## config.mk

```make
export PLATFORM = sky130hd
export DESIGN_NAME = fwd_hazard_tracker
export DESIGN_NICKNAME = d
export VERILOG_FILES = /design/src/rtl/fwd_hazard_tracker.sv
export SDC_FILE = /design/constraint.sdc
export NUM_CORES = 1
export LEC_CHECK = 0
export BUFFER_PORTS_ARGS = -buffer_cell sky130_fd_sc_hd__clkbuf_2
export CAP_MARGIN = 20
export CORE_ASPECT_RATIO = 1.25
export CORE_MARGIN = 3
export CORE_UTILIZATION = 48
export CTS_CLUSTER_SIZE = 28
export DETAILED_ROUTE_END_ITERATION = 10
export PLACE_DENSITY = 0.73
export SYNTH_ARGS = -nofsm -noshare
export SYNTH_HDL_FRONTEND = slang
export SYNTH_SLANG_ARGS = --single-unit
```

## constraint.sdc

```tcl
create_clock -name clk -period 2.1 [get_ports clk]
set_input_delay 0.21 -clock clk [delete_from_list [all_inputs] [get_ports clk]]
set_output_delay 0.21 -clock clk [all_outputs]
set_load 0.02 [all_outputs]
```

## src/rtl/fwd_hazard_tracker.sv

```systemverilog
// Operand forwarding and load-use hazard tracker beside the EX stage.
// Optional stall-cycle perf counter enabled by defining FWD_HAZARD_PERF_EN.
module fwd_hazard_tracker #(
    parameter int NUM_SRC          = 2,
    parameter int DEPTH            = 2,
    parameter int LOAD_READY_STAGE = 1,
    parameter int REG_W            = 5,
    parameter int SEL_W            = $clog2(DEPTH + 1)
) (
    input  logic                       clk,
    input  logic                       rst,
    input  logic                       advance_i,
    input  logic                       flush_i,
    input  logic                       ex_valid_i,
    input  logic [REG_W-1:0]           ex_rd_i,
    input  logic                       ex_load_regfile_i,
    input  logic                       ex_is_load_i,
    input  logic [NUM_SRC*REG_W-1:0]   ex_rs_i,
    output logic [NUM_SRC*SEL_W-1:0]   fwd_sel_o,
    output logic                       stall_o
`ifdef FWD_HAZARD_PERF_EN
    ,
    output logic [31:0]                perf_stall_cnt_o
`endif
);

    logic [DEPTH-1:0]   ent_valid;
    logic [REG_W-1:0]   ent_rd [DEPTH];
    logic [DEPTH-1:0]   ent_load;
    logic [DEPTH-1:0]   ent_writer;
    logic [NUM_SRC-1:0] found;
    logic [NUM_SRC-1:0] not_ready;
    logic               bubble;

    // An entry only counts as a producer if it writes a non-x0 register
    always_comb begin
        ent_writer = '0;
        for (int k = 0; k < DEPTH; k++) begin
            ent_writer[k] = ent_valid[k] && (ent_rd[k] != '0);
        end
    end

    // Youngest matching producer per source; an unready load blocks older ones
    always_comb begin
        fwd_sel_o = '0;
        found     = '0;
        not_ready = '0;
        for (int j = 0; j < NUM_SRC; j++) begin
            for (int k = 0; k < DEPTH; k++) begin
                if (!found[j] && ent_writer[k] &&
                    ent_rd[k] == ex_rs_i[j*REG_W +: REG_W]) begin
                    found[j] = 1'b1;
                    if (ent_load[k] && k < LOAD_READY_STAGE) begin
                        not_ready[j] = 1'b1;
                    end else begin
                        fwd_sel_o[j*SEL_W +: SEL_W] = SEL_W'(k + 1);
                    end
                end
            end
        end
    end

    // Stall request and the bubble that replaces a stalled or squashed EX op
    always_comb begin
        stall_o = ex_valid_i && (|not_ready);
        bubble  = stall_o || flush_i;
    end

    // Writer table shifts downstream on each pipeline advance
    always_ff @(posedge clk) begin
        if (rst) begin
            ent_valid <= '0;
            ent_load  <= '0;
            for (int i = 0; i < DEPTH; i++) begin
                ent_rd[i] <= '0;
            end
        end else if (advance_i) begin
            for (int i = 0; i < DEPTH - 1; i++) begin
                ent_valid[i+1] <= ent_valid[i];
                ent_rd[i+1]    <= ent_rd[i];
                ent_load[i+1]  <= ent_load[i];
            end
            ent_valid[0] <= !bubble && ex_valid_i && ex_load_regfile_i;
            ent_rd[0]    <= ex_rd_i;
            ent_load[0]  <= !bubble && ex_is_load_i;
        end
    end

`ifdef FWD_HAZARD_PERF_EN
    // Saturating count of cycles spent requesting a load-use stall
    always_ff @(posedge clk) begin
        if (rst) begin
            perf_stall_cnt_o <= '0;
        end else if (stall_o && perf_stall_cnt_o != 32'hFFFF_FFFF) begin
            perf_stall_cnt_o <= perf_stall_cnt_o + 32'd1;
        end
    end
`endif

endmodule

```

==> run metrics <==
status completed; leakage 0.451 nW; Worst-path clk slew 0.08 ns; met2 WL slightly above 900 um; hold violation count in the final report 0; RSZ-0062 raised after global routing yes; hold path start rst; Hold WC Path Type in2reg; Vias per Instance roughly 5.1; Die X approximately 42 um; Routed Wire Length approximately 1700 um; post-synthesis cell type count 24; clk_lat worst skew around 0.26 ns; nets 133; switching pwr 0.000147 W; cell taking the most area after synthesis edfxtp_1; final instance area between 0.001 and 0.0015 mm^2; DR WL met3 approximately 74 um; DR pass1 iterations 3; total CTS buffers 3; VDD IR max approximately 410 uV; Final Max Slew Viols 0; number of flops mapped to enable cells by yosys 10; WL met1 between 700 and 800 um; worst reg2reg path endpoint ent_valid[0]; all-layer global routing usage between 10% and 20%; reg2reg path depth 7; P_int between 0.0004 and 0.0005 W; top-count cell post-synth xor2_1; clock sink count 13; register area share after synthesis ~45%; n_diodes 0; async set-reset flop share out of synthesis 0%; clock share of power about a quarter; Comb pwr share about a fifth; Crit Path Category reg2out; Switching Share 25.3%; first-pass GRT wire length approximately 2800 um; initial core utilization 54.2%; CTS tree built; r2r setup slk around 0.45 ns; hold-critical path depth 2; crit end category output pin; synthesized cell area around 790 um^2; via count around 650; power per cell area ~540 mW/mm^2; total gr overflow 0; DRC Markers 0; number of core rows 15; Worst EP arrival between 1.5 and 2 ns; crit path time final 2.04 ns; Cells after Synth between 70 and 80; violation count after the first detailed-route iteration 6; Worst Path Required 1.89 ns; crit-path max FO 6; Setup-failing EPs final 0; die span in y 51.5 um; Ports 27; CORE AREA approximately 0.0015 mm^2; top sig layer met4; Die ar. between 0.002 and 0.0025 mm^2; Synth Net Count 95; RePlAce Congestion around 0.82; dpl cell area around 940 um^2; CTS root buf clkbuf_4; worst slew pin tran between 0.4 and 0.5 ns; P&R area growth vs syn 34.2%; Port-buffer cells 26; Bufs on Longest Clock Path 2; WL/cell 13.7 um; Fmax 490 MHz; largest net degree at the start of global routing 12; sequential power share a little over half; CP startpoint kind flip-flop; vias in the first global route 707; Mean Syn Cell Area 10.9 um^2; fraction of layout cells with a size suffix above 1 just over 40%; Yosys Warn Count 0; Slew HR about 67%; DP Wirelength between 1000 and 1500 um; max-cap viol count 0; Min Hold Slack 0.125 ns; period utilization slightly below 100%; DRT antenna net count 0; Synth top area share between 30% and 40%; Hold Path End ent_valid[1]; Commonest cells post-synth xor2_1 (12), edfxtp_1 (10), and2_1 (9); top cells by area, synth edfxtp_1 (38%), xor2_1 (13%), xnor2_1 (8.8%); H-tree depth 1; top_reg_cell synth edfxtp_1; FF-to-FF Start ent_rd[0][4]; initial antenna violation count 0; post-synthesis register bit count 13; final setup skew roughly 0.0030 ns
stage by stage:
stage	util, %	worst slack (ns)	total power, W	cells	setup TNS (ns)
CTS	67.6	0.0259	0.000563	122	0
detailed placement	64.3	0.290	0.000413	115	0
global placement	64.3	0.324	0.000409	115	0
finish	72.7	0.0612	0.000579	127	0
global route	72.7	-0.0143	0.000611	127	-0.0385
floorplan	-	0.394	0.000373	73	0
power groups by stage:
stage / clock network [W] / registers (W) / logic, W
after detailed placement: 0 / 0.000321 / 0.0000919
after global placement: 0 / 0.000320 / 0.0000891
after global routing: 0.000163 / 0.000314 / 0.000134
final: 0.000147 / 0.000311 / 0.000120
after floorplan: 0 / 0.000316 / 0.0000574
after CTS: 0.000149 / 0.000313 / 0.000101
area by class of cell:
class / instances / area, um^2
Clock buffer: 4 / 26.3
Fill cell: 126 / 399
Inverter: 2 / 7.51
Multi-Input combinational cell: 57 / 444
Sequential cell: 13 / 360
Tap cell: 17 / 21.3
Timing Repair Buffer: 34 / 205
layout by cell type, fill, tap and decap left out, drive strengths merged, types with 3 or more instances in the layout:
cell type  netlist  routed
nand3            3       3
o21ai            3       3
dfxtp            3       3
nand2            3       3
and2            10      10
xor2            12      12
edfxtp          10      10
xnor2            8       8
buf              0      12
clkbuf           1      26
nor3             4       4
routing by layer:
metal  global-route usage [%]  up-vias
li1                         -      335
met3                     1.41        4
met5                        0        -
met4                     9.84        0
met1                     17.6      290
met2                     30.5       22
worst max-delay path by stage:
| stage | startpoint | endpoint | slack (ns) |
|---|---|---|---|
| final | ent_rd[0][1] | fwd_sel_o[0] | 0.06 |
| after global routing | ent_rd[0][1] | fwd_sel_o[0] | -0.01 |
| after CTS | ent_rd[0][0] | fwd_sel_o[3] | 0.03 |
| after detailed placement | ent_rd[0][1] | fwd_sel_o[3] | 0.29 |
| after global placement | ent_rd[0][0] | fwd_sel_o[3] | 0.32 |
| after floorplan | ent_rd[0][0] | fwd_sel_o[1] | 0.39 |
critical path, cell delays in order (launching register included):
cell and delay [ns]:
edfxtp_1 0.42, or4_4 0.57, o21ai_4 0.24, buf_4 0.14, nor3_1 0.03, buf_2 0.16
logic make-up (layout without fill, tap and decap cells):
group | count (synthesis) | after routing | synth area share, %
flops | 13 | 13 | 45.4
buf+inv | 3 | 40 | 1.42
mux | 1 | 1 | 1.26
xor+xnor | 20 | 20 | 22.1
compound gates | 8 | 8 | 9.46
simple gates | 28 | 28 | 20.3
registers in the layout (all words and copies together), names as in the netlist:
| register | cells |
|---|---|
| ent_load | 1 |
| ent_rd | 10 |
| ent_valid | 2 |
what timing repair did:
| item | 4_1_cts | 5_1_grt |
|---|---|---|
| gates resized for setup | 0 | 14 |
| endpoints found under the setup margin | 1 | 3 |
| pin swaps | 0 | 9 |
| buffers inserted | 3 | 5 |
| hold buffers | 0 | 0 |
Power figures use the tool's default switching activity.
